--- config.mk ---
export PLATFORM = sky130hd
export DESIGN_NAME = imm_gen
export DESIGN_NICKNAME = d
export VERILOG_FILES = /design/src/rtl/imm_gen_pkg.sv /design/src/rtl/imm_gen_decode.sv /design/src/rtl/imm_gen.sv
export SDC_FILE = /design/constraint.sdc
export NUM_CORES = 1
export LEC_CHECK = 0
export BUFFER_PORTS_ARGS = -buffer_cell sky130_fd_sc_hd__buf_4
export CAP_MARGIN = 20
export CELL_PAD_IN_SITES_DETAIL_PLACEMENT = 1
export CELL_PAD_IN_SITES_GLOBAL_PLACEMENT = 1
export CORE_UTILIZATION = 30
export DETAILED_ROUTE_END_ITERATION = 12
export PLACE_DENSITY_LB_ADDON = 0.1
export SYNTH_ARGS = -nofsm -noshare
export SYNTH_HDL_FRONTEND = slang
export SYNTH_SLANG_ARGS = --single-unit
--- constraint.sdc ---
create_clock -name i_Clk -period 1.2 [get_ports i_Clk]
set_input_delay 0.24 -clock i_Clk [delete_from_list [all_inputs] [get_ports i_Clk]]
set_output_delay 0.24 -clock i_Clk [all_outputs]
set_load 0.05 [all_outputs]
--- src/rtl/imm_gen_pkg.sv ---
// Shared constants for the RV64I immediate generator: opcodes, format codes, default width.
package imm_gen_pkg;

    localparam int unsigned XLEN_DEFAULT = 64;
    localparam int unsigned OPC_W        = 7;
    localparam int unsigned FMT_W        = 3;

    localparam logic [OPC_W-1:0] OP_LOAD     = 7'b0000011;
    localparam logic [OPC_W-1:0] OP_MISC_MEM = 7'b0001111;
    localparam logic [OPC_W-1:0] OP_IMM      = 7'b0010011;
    localparam logic [OPC_W-1:0] OP_IMM_32   = 7'b0011011;
    localparam logic [OPC_W-1:0] OP_JALR     = 7'b1100111;
    localparam logic [OPC_W-1:0] OP_SYSTEM   = 7'b1110011;
    localparam logic [OPC_W-1:0] OP_STORE    = 7'b0100011;
    localparam logic [OPC_W-1:0] OP_BRANCH   = 7'b1100011;
    localparam logic [OPC_W-1:0] OP_LUI      = 7'b0110111;
    localparam logic [OPC_W-1:0] OP_AUIPC    = 7'b0010111;
    localparam logic [OPC_W-1:0] OP_JAL      = 7'b1101111;
    localparam logic [OPC_W-1:0] OP_OP       = 7'b0110011;
    localparam logic [OPC_W-1:0] OP_OP_32    = 7'b0111011;

    typedef enum logic [FMT_W-1:0] {
        FMT_NONE = 3'd0,
        FMT_I    = 3'd1,
        FMT_S    = 3'd2,
        FMT_B    = 3'd3,
        FMT_U    = 3'd4,
        FMT_J    = 3'd5
    } fmt_e;

endpackage

--- src/rtl/imm_gen_decode.sv ---
// Combinational decode of an instruction word into format, sign-extended immediate and illegal flag.
module imm_gen_decode
    import imm_gen_pkg::*;
#(
    parameter int unsigned XLEN = XLEN_DEFAULT
) (
    input  logic [31:0]     instr,
    output logic [XLEN-1:0] immediate,
    output fmt_e            format,
    output logic            illegal
);

    logic [OPC_W-1:0] opcode;
    logic [11:0]      raw_i;
    logic [11:0]      raw_s;
    logic [12:0]      raw_b;
    logic [31:0]      raw_u;
    logic [20:0]      raw_j;

    assign opcode = instr[6:0];
    assign raw_i  = instr[31:20];
    assign raw_s  = {instr[31:25], instr[11:7]};
    assign raw_b  = {instr[31], instr[7], instr[30:25], instr[11:8], 1'b0};
    assign raw_u  = {instr[31:12], 12'b0};
    assign raw_j  = {instr[31], instr[19:12], instr[20], instr[30:21], 1'b0};

    // Format classification; anything outside the supported opcode set is illegal
    always_comb begin
        format  = FMT_NONE;
        illegal = 1'b0;
        if (instr[1:0] != 2'b11) begin
            illegal = 1'b1;
        end else begin
            case (opcode)
                OP_LOAD, OP_MISC_MEM, OP_IMM, OP_IMM_32, OP_JALR, OP_SYSTEM: format = FMT_I;
                OP_STORE:          format = FMT_S;
                OP_BRANCH:         format = FMT_B;
                OP_LUI, OP_AUIPC:  format = FMT_U;
                OP_JAL:            format = FMT_J;
                OP_OP, OP_OP_32:   format = FMT_NONE;
                default:           illegal = 1'b1;
            endcase
        end
    end

    // Signed casts sign-extend every raw field from instr[31]
    always_comb begin
        immediate = '0;
        case (format)
            FMT_I:   immediate = XLEN'($signed(raw_i));
            FMT_S:   immediate = XLEN'($signed(raw_s));
            FMT_B:   immediate = XLEN'($signed(raw_b));
            FMT_U:   immediate = XLEN'($signed(raw_u));
            FMT_J:   immediate = XLEN'($signed(raw_j));
            default: immediate = '0;
        endcase
    end

endmodule

--- src/rtl/imm_gen.sv ---
// Registered immediate generator: one-cycle decode latency with stall hold and valid-qualified update.
module imm_gen
    import imm_gen_pkg::*;
#(
    parameter int unsigned XLEN = XLEN_DEFAULT
) (
    input  logic             i_Clk,
    input  logic             i_Rst_n,
    input  logic             i_Valid,
    input  logic             i_Stall,
    input  logic [31:0]      i_Instr,
    output logic             o_Valid,
    output logic [XLEN-1:0]  o_Immediate,
    output logic [FMT_W-1:0] o_Format,
    output logic             o_Illegal
);

    logic [XLEN-1:0] dec_immediate;
    fmt_e            dec_format;
    logic            dec_illegal;

    imm_gen_decode #(.XLEN(XLEN)) u_decode (
        .instr     (i_Instr),
        .immediate (dec_immediate),
        .format    (dec_format),
        .illegal   (dec_illegal)
    );

    // Stall freezes everything; otherwise payload only moves on a valid input
    always_ff @(posedge i_Clk or negedge i_Rst_n) begin
        if (!i_Rst_n) begin
            o_Valid     <= 1'b0;
            o_Immediate <= '0;
            o_Format    <= FMT_W'(FMT_NONE);
            o_Illegal   <= 1'b0;
        end else if (!i_Stall) begin
            o_Valid <= i_Valid;
            if (i_Valid) begin
                o_Immediate <= dec_immediate;
                o_Format    <= FMT_W'(dec_format);
                o_Illegal   <= dec_illegal;
            end
        end
    end

endmodule

==> flow_summary.ini, run 1 <==
[logic_synthesis]
synth_top_cells_by_count = 37 x dfrtp_1, 34 x a21oi_1, 34 x buf_4
syn_area_per_cell_um2 = 9.29
ys.flop_type = dfrtp_1
syn_area_um2 = 2170
yosysMostFrequentCell = dfrtp_1
syn_inst = 234
yosysTopAreaCell = dfrtp_1
synth-async-reset-ratio_pct = 100
synth_top_area_share_pct = 42.6
synth_warnings = 0
synth-edff-count = 0
synth_seq_cells = 37
synth_cell_types = 37
ys_seq_area_share_pct = 42.6
synth_nets = 270
yosys-top-cells-area = dfrtp_1 43%, buf_4 12%, a21oi_1 7.8%

[routing]
routed_wirelength_mm = 6.64
vias_per_cell = 4.75
drt-pass1-iter-count = 4
wl_per_cell_um = 15.4
drt-met1-wl_mm = 2.71
vias = 2047
wl_met2_mm = 3.47
drtIter0Drc = 58
dr_wl_met3_um = 393
highest_layer = met4
drc_errors = 0
route.antenna.remaining_nets = 0

[sta]
fin_setup_tns_ns = -7.00
setup_ws_ns = -0.169
fin_crit_sh_pct = 114
maxSlewViolCount = 0
max_freq_mhz = 730
period_needed_ns = 1.37
setup_viol = 57
slew_headroom_pct = 66.7
finalHoldViolations = 0
tightest_slew_ns = 0.500
skew_ns = 0
whs_ns = 0.167
grt_setup_unrepaired = yes

[outcome]
violations = setup timing
status = complete, but fails checks

[floorplan]
ios = 105
die_y_um = 87.1
die_x_um = 87.1
start_util_pct = 31.5
fp.coreArea_um2 = 6910
fp-row-count = 30
dieArea_um2 = 7590

[min_path]
hold_path.class = in -> reg
holdPathStages = 3

[grt]
grt_pass1_vias = 1951
grt_first_pass_wirelength_mm = 9.96
overflow = 0
grt_max_degree = 38
antenna_found_initial = 0
grt_use_total_pct = 17.1

[final_layout]
diodes = 0
n_fill_cell = 792
area_growth_pct = 64.2
stdcell_area_um2 = 3570
drive_gt1_share_pct = 57.9
nets = 370
finalCoreUtilization_pct = 51.7

[clock_tree]
max-clock-path-buffers = 2
root_buffer = clkbuf_8
cts.sinks = 37
htreeDepth = 2
clk_pin_slew_ns = 0.08
insertion_delay_ns = 0.29
cts_tree = built
cts_buffers = 5

[power]
p_comb_share_pct = 32.6
power.density_nw_per_um2 = 1040
p_switching_w = 0.00126
seqPwrFrac_pct = 36.7
p_clk_share_pct = 30.7
total_power_w = 0.00372
internal_power_w = 0.00245
max-vdd-ir-drop_uv = 445
p_sw_share_pct = 34.0
p_leak_nw = 1.64

[worst_setup_path]
crit_arrival_ns = 1.13
cp-start-kind = flip-flop
worstRegToRegCells = 3
critPathKind = reg -> out
required_ns = 0.96
path_max_fanout = 17
worstSetupEndpointType = output pin

[placement]
globalplace.congestion = 0.800
dp_hpwl_mm = 4.63
port_buffers = 104
placed_area_um2 = 3000

[flow_run]
maxCapViolations = 0
[metrics by stage]
step,worst slack (ns),instances
2_1_floorplan,-0.292,234
3_3_place_gp,-0.461,414
3_5_place_dp,-0.488,414
4_1_cts,-0.173,426
5_1_grt,-0.194,431
6_report,-0.169,431
[cells by family (layout without fill, tap and decap cells)]
kind of cell / Yosys count / in the layout / synth area share (%)
xor+xnor: 2 / 2 / 0.806
buf+inv: 50 / 151 / 16.9
flops: 37 / 37 / 42.6
mux: 2 / 2 / 1.04
simple gates: 63 / 63 / 13.5
compound gates: 80 / 80 / 25.2
[flip-flops by register name, indices dropped and copies added, names as in the netlist]
register,count
o_Valid,1
o_Illegal,1
o_Immediate,32
o_Format,3
[cell type report]
type | count | area [µm²] | share of cell area, %
clock buffers | 6 | 82.6 | 2.31
clock inverters | 2 | 37.5 | 1.05
inverters | 1 | 3.75 | 0.105
multi-input cells | 147 | 1060 | 29.8
flip-flops and latches | 37 | 930 | 26.1
well taps | 96 | 120 | 3.37
repair buffers | 142 | 1330 | 37.3
[power groups by stage]
stage | sequential [W] | clock, W | combinational, W
2_1_floorplan | 0.00164 | 0 | 0.000451
3_3_place_gp | 0.00140 | 0 | 0.00105
5_1_grt | 0.00137 | 0.00121 | 0.00128
3_5_place_dp | 0.00139 | 0 | 0.00106
6_report | 0.00136 | 0.00114 | 0.00121
4_1_cts | 0.00136 | 0.00117 | 0.00116
[critical path: stages (launching register included)]
cell and delay (ns):
dfrtp_4 0.51, buf_12 0.17, buf_6 0.15
[cell usage in the layout (no fill, tap or decap), types with 2 or more instances in the layout]
master and n:
dfrtp_1 36, nand2_1 26, o211ai_4 2, nand3_1 3, buf_4 91, nand2b_1 2, o21ai_0 3, a21oi_1 25
nor2b_1 2, o21ai_1 4, nor2_1 12, and2_0 4, buf_8 2, a41oi_2 4, a21oi_2 20, nand3b_1 2
mux2_4 2, a31oi_1 4, a22o_1 7, clkbuf_8 6, buf_6 41, buf_12 6
[routing by layer]
layer / global-route usage (%) / vias to the layer above
li1: - / 978
met1: 21.9 / 994
met2: 29.1 / 70
met3: 3.60 / 5
met4: 4.92 / 0
met5: 0 / -
[worst paths after layout]
| check | startpoint | endpoint | slack, ns |
|---|---|---|---|
| max | o_Immediate[62]$_DFFE_PN0P_ | o_Immediate[58] | -0.17 |
| min | i_Stall | o_Valid$_DFFE_PN0N_ | 0.17 |
| max reg2reg | o_Immediate[62]$_DFFE_PN0P_ | o_Immediate[62]$_DFFE_PN0P_ | 0.07 |
| min reg2reg | o_Immediate[4]$_DFFE_PN0P_ | o_Immediate[4]$_DFFE_PN0P_ | 0.49 |
| max in group asynchronous | i_Rst_n | o_Immediate[62]$_DFFE_PN0P_ | 0.33 |
| min in group asynchronous | i_Rst_n | o_Immediate[25]$_DFFE_PN0P_ | 0.49 |
[repair_timing]
item | in CTS | in global routing
hold buffers | 1 | 0
buffers inserted | 3 | 4
hold endpoints to repair | 37 | 0
gates resized for setup | 60 | 22
endpoints found under the setup margin | 66 | 65
cloned | 0 | 1
pin swaps | 9 | 14
Note: power is estimated with default switching activity, not from simulation.
==> inputs of run 2 (changes only) <==
--- a/config.mk
+++ b/config.mk
@@ -9,7 +9,7 @@
 export CAP_MARGIN = 20
 export CELL_PAD_IN_SITES_DETAIL_PLACEMENT = 1
 export CELL_PAD_IN_SITES_GLOBAL_PLACEMENT = 1
-export CORE_UTILIZATION = 30
+export CORE_UTILIZATION = 25
 export DETAILED_ROUTE_END_ITERATION = 12
 export PLACE_DENSITY_LB_ADDON = 0.1
 export SYNTH_ARGS = -nofsm -noshare
==> run 2 against run 1 <==
The flow still finishes with violations (setup timing). Core utilization shrank 8.7 points. Total power up 4.8%. Register-to-register slack better by 0.14 ns. Setup slack got worse by 0.0068 ns. Global-route usage shrank 1.9 points. Clock power is 17% higher. Wire length decreased by 0.12%. Critical path type unchanged. Critical endpoint is now o_Immediate[32]. Highest routed layer unchanged.
==> flow_summary.ini, run 2 (synthesized netlist as in run 1, its figures left out) <==
[outcome]
status = complete, but fails checks
violations = setup timing

[min_path]
hold_path.class = in -> reg

[floorplan]
fp.coreArea_um2 = 8300
die_y_um = 95.2
fp-row-count = 33
ios = 105
die_x_um = 95.2
dieArea_um2 = 9070
start_util_pct = 26.2

[flow_run]
maxCapViolations = 0

[worst_setup_path]
critPathKind = reg -> out
cp_slowest_stage_delay_ns = 0.51
crit_arrival_ns = 1.14
path_max_fanout = 17
worstSetupEndpointType = output pin
cp-start-kind = flip-flop
path_cells = buf_12 -> buf_6
slowest_stage = dfrtp_4
required_ns = 0.96

[grt]
grt_pass1_vias = 2047
grt_max_degree = 44
overflow = 0
grt_first_pass_wirelength_mm = 10.6
antenna_found_initial = 0
grt_use_total_pct = 15.2

[power]
max-vdd-ir-drop_uv = 629
total_power_w = 0.00390
p_leak_nw = 1.64
power.density_nw_per_um2 = 1090

[final_layout]
most-common-layout-cells = 89 x buf_4, 40 x buf_6, 36 x dfrtp_1
ff_latch_area_um2 = 930
stdcell_area_um2 = 3560
diodes = 0
multi_input_area_um2 = 1020
fin_cells = 439
largest-register = o_Immediate
drive_gt1_share_pct = 57.2
largestRegisters = o_Immediate (32), o_Format (3)
final_common_cell = buf_4
nets = 369
area_growth_pct = 64.0
n_fill_cell = 940
largest_reg_flops = 32

[sta]
setup_ws_ns = -0.176
maxSlewViolCount = 0
fin_crit_sh_pct = 115
finalHoldViolations = 0
period_needed_ns = 1.38
max_freq_mhz = 727
slew_headroom_pct = 67.1
setup_viol = 58
grt_setup_unrepaired = yes
fin_setup_tns_ns = -7.45
skew_ns = 0
tightest_slew_ns = 0.494

[clock_tree]
insertion_delay_ns = 0.29
htreeDepth = 2
cts_tree = built
cts_buffers = 5
root_buffer = clkbuf_8
max-clock-path-buffers = 2
cts.sinks = 37
clk_pin_slew_ns = 0.08

[routing]
drc_errors = 0
drtIter0Drc = 75
drt-pass1-iter-count = 4
vias = 2006
routed_wirelength_mm = 6.63
vias_per_cell = 4.57
wl_per_cell_um = 15.1
route.antenna.remaining_nets = 0

[placement]
port_buffers = 104
globalplace.congestion = 0.703
dp_hpwl_mm = 4.55
placed_area_um2 = 2980
dpl_worst_slack_ns = -0.477
dp.cells = 419
run 2: cell types whose count changed in the layout (fill, tap and decap cells not counted), sizes merged:
cell / previous run / this run
clkinvlp: 1 / 0
clkbuf: 7 / 5
inv: 1 / 2
bufinv: 1 / 2
run 2: path summary, 6_finish.rpt:
| check | cells past startpoint | slack [ns] | to | from |
|---|---|---|---|---|
| worst max-delay path | 2 | -0.18 | o_Immediate[32] | o_Immediate[62]$_DFFE_PN0P_ |
| worst min-delay path | 3 | 0.16 | o_Valid$_DFFE_PN0N_ | i_Stall |
| worst max register to register | 2 | 0.21 | o_Immediate[62]$_DFFE_PN0P_ | o_Immediate[62]$_DFFE_PN0P_ |
| worst min register to register | 2 | 0.47 | o_Format[0]$_DFFE_PN0P_ | o_Format[0]$_DFFE_PN0P_ |
| max in group asynchronous | 2 | 0.38 | o_Immediate[62]$_DFFE_PN0P_ | i_Rst_n |
| min in group asynchronous | 2 | 0.45 | o_Format[1]$_DFFE_PN0P_ | i_Rst_n |
run 2: power by group:
part           switching, W  internal, W
combinational      0.000743     0.000464
sequential        0.0000422      0.00132
clock              0.000491     0.000837
run 2: final cells by class:
type                    count  area share, %
repair buffers            141           37.6
multi-input cells         147           28.7
flip-flops and latches     37           26.1
well taps                 105           3.69
clock buffers               5           1.93
clock inverters             3           1.93
inverters                   1          0.105
run 2: per-layer routing:
layer	global-route usage, %	vias up	part of all wire [%]
met3	3.67	5	5.6
met4	3.03	0	0.66
met1	19.9	964	44
met5	0	-	0
li1	-	980	-
met2	25.5	57	49
run 2: what timing repair did:
action                                 4_1_cts  5_1_grt
gates cloned                                 0        0
endpoints found under the hold margin       37        0
setup endpoints to repair                   65       67
buffers inserted                             6        5
pin swaps                                   12       10
gates resized for setup                     65       14
hold buffers                                 1        0
run 2: stage by stage:
stage / util [%] / hold slack (ns)
final: 42.9 / 0.159
after global routing: 42.9 / 0.168
after CTS: 41.8 / 0.149
after detailed placement: 35.9 / 0.246
after global placement: 35.9 / 0.247
after floorplan: - / -0.0556
run 2: critical path, delay by kind of cell, from the launching register on:
family                 cells  cell delay (ns)
buffers and inverters      2             0.33
flip-flops                 1             0.51
==> inputs of run 3 (changes only) <==
==> constraint.sdc (replaced) <==
create_clock -name i_Clk -period 1.7 [get_ports i_Clk]
set_input_delay 0.34 -clock i_Clk [delete_from_list [all_inputs] [get_ports i_Clk]]
set_output_delay 0.34 -clock i_Clk [all_outputs]
set_load 0.05 [all_outputs]
==> run 3 against run 2 <==
Register-to-register slack improved by 0.52 ns. Critical path depth decreased by 1. Final area shrank 13%. Non-clock buffer count down 15. Hold slack got worse by 0.16 ns. Wire length decreased by 7.3%. Via count fell by 5.1%. Combinational power decreased by 40%. Critical endpoint unchanged. Clock-buffer cell count is the same. Largest cell class unchanged. The run now ends clean. Final cell count fell by 3.4%. Global-route usage is 1.3 points lower.
==> flow_summary.ini, run 3 (synthesized netlist as in run 1, its figures left out) <==
[placement]
dpl_worst_slack_ns = -0.146
port_buffers = 104
dp.cells = 416
globalplace.congestion = 0.795
dp_hpwl_mm = 4.49

[routing]
vias_per_cell = 4.49
drc_errors = 0
wl_per_cell_um = 14.5
vias = 1904
drt-pass1-iter-count = 4
drtIter0Drc = 74
routed_wirelength_mm = 6.15
route.antenna.remaining_nets = 0

[grt]
grt_first_pass_wirelength_mm = 9.67
overflow = 0
antenna_found_initial = 0
grt_use_total_pct = 13.9
grt_max_degree = 44
grt_pass1_vias = 1859

[sta]
whs_ns = 0.000241
grt_setup_unrepaired = no
fin_setup_tns_ns = 0
tightest_slew_ns = 0.768
max_freq_mhz = 655
fin_crit_sh_pct = 89.8
setup_viol = 0
slew_headroom_pct = 48.6
setup_ws_ns = 0.174
period_needed_ns = 1.53
skew_ns = 0
maxSlewViolCount = 0
finalHoldViolations = 0

[floorplan]
start_util_pct = 26.2
ios = 105
dieArea_um2 = 9070
fp.coreArea_um2 = 8300
die_y_um = 95.2
fp-row-count = 33
die_x_um = 95.2

[final_layout]
final_common_cell = buf_4
largest-register = o_Immediate
most-common-layout-cells = 121 x buf_4, 36 x dfrtp_1, 34 x a21oi_1
nets = 354
n_fill_cell = 969
diodes = 0
area_growth_pct = 42.3
largestRegisters = o_Immediate (32), o_Format (3)
drive_gt1_share_pct = 48.9
fin_cells = 424
largest_reg_flops = 32
finalCoreUtilization_pct = 37.3

[clock_tree]
htreeDepth = 2
insertion_delay_ns = 0.29
cts_hold_buf = 0
cts_buffers = 5
post_cts_buffers = 0
cts_resized = 0
max-clock-path-buffers = 2
root_buffer = clkbuf_8
cts_tree = built
clk_pin_slew_ns = 0.08
cts.sinks = 37

[power]
p_comb_share_pct = 27.6
p_sw_share_pct = 32.7
internal_power_w = 0.00177
p_leak_nw = 1.48
power.density_nw_per_um2 = 851
seqPwrFrac_pct = 36.8
p_clk_share_pct = 35.6
p_switching_w = 0.000861
max-vdd-ir-drop_uv = 395

[worst_setup_path]
crit_arrival_ns = 1.19
slowest_stage = dfrtp_4
ff2ff_setup_slack_ns = 0.73
path_cells = buf_4
worstSetupEndpointType = output pin
required_ns = 1.36
cp_num_buf_inv = 1
critPathKind = reg -> out
crit_family = flip-flops
cp-start-kind = flip-flop
path_max_fanout = 34
cp_slowest_stage_delay_ns = 0.62

[min_path]
hold_path.class = in -> async

[flow_run]
maxCapViolations = 0

[outcome]
status = finished clean
==> run 3: changes by cell type in the layout (fill, tap and decap cells not counted), sizes merged <==
cell / delta
dlygate4sd3: -1
buf: -14
==> run 3: path summary, 6_finish.rpt <==
| kind | start | to | depth (start not counted) |
|---|---|---|---|
| hold / removal | i_Rst_n | o_Immediate[3]$_DFFE_PN0P_ | 1 |
| setup / recovery | o_Immediate[62]$_DFFE_PN0P_ | o_Immediate[32] | 1 |
| min in group i_Clk | i_Instr[29] | o_Immediate[9]$_DFFE_PN0P_ | 2 |
| max in group asynchronous | i_Rst_n | o_Immediate[62]$_DFFE_PN0P_ | 1 |
| hold reg to reg | o_Format[2]$_DFFE_PN0P_ | o_Format[2]$_DFFE_PN0P_ | 2 |
| setup reg to reg | o_Immediate[62]$_DFFE_PN0P_ | o_Immediate[62]$_DFFE_PN0P_ | 1 |
==> run 3: through the flow <==
step / instance area (µm²) / total power [W]
5_1_grt: 3090 / 0.00275
3_3_place_gp: 2950 / 0.00172
2_1_floorplan: 2170 / 0.00147
3_5_place_dp: 2950 / 0.00172
4_1_cts: 3090 / 0.00266
6_report: 3090 / 0.00263
==> run 3: layer usage <==
metal	wire [µm]	vias to the layer above	track usage, %	share of wire [%]
li1	-	946	-	-
met1	2940	893	19.4	48
met2	2670	58	20.6	44
met3	474	7	4.47	7.7
met4	58	0	3.41	0.94
met5	0	-	0	0
==> run 3: area by class of cell <==
class	count	area (µm²)	share of cell area, %
repair buffers	126	1010	32.6
flip-flops and latches	37	930	30.1
multi-input cells	147	881	28.5
well taps	105	131	4.25
clock buffers	5	68.8	2.23
clock inverters	3	68.8	2.23
inverters	1	3.75	0.121
==> run 3: power groups by stage <==
stage	registers (W)	logic, W	clock network [W]
3_3_place_gp	0.000985	0.000732	0
2_1_floorplan	0.00116	0.000312	0
6_report	0.000967	0.000726	0.000936
5_1_grt	0.000977	0.000776	0.000994
3_5_place_dp	0.000984	0.000735	0
4_1_cts	0.000969	0.000735	0.000957
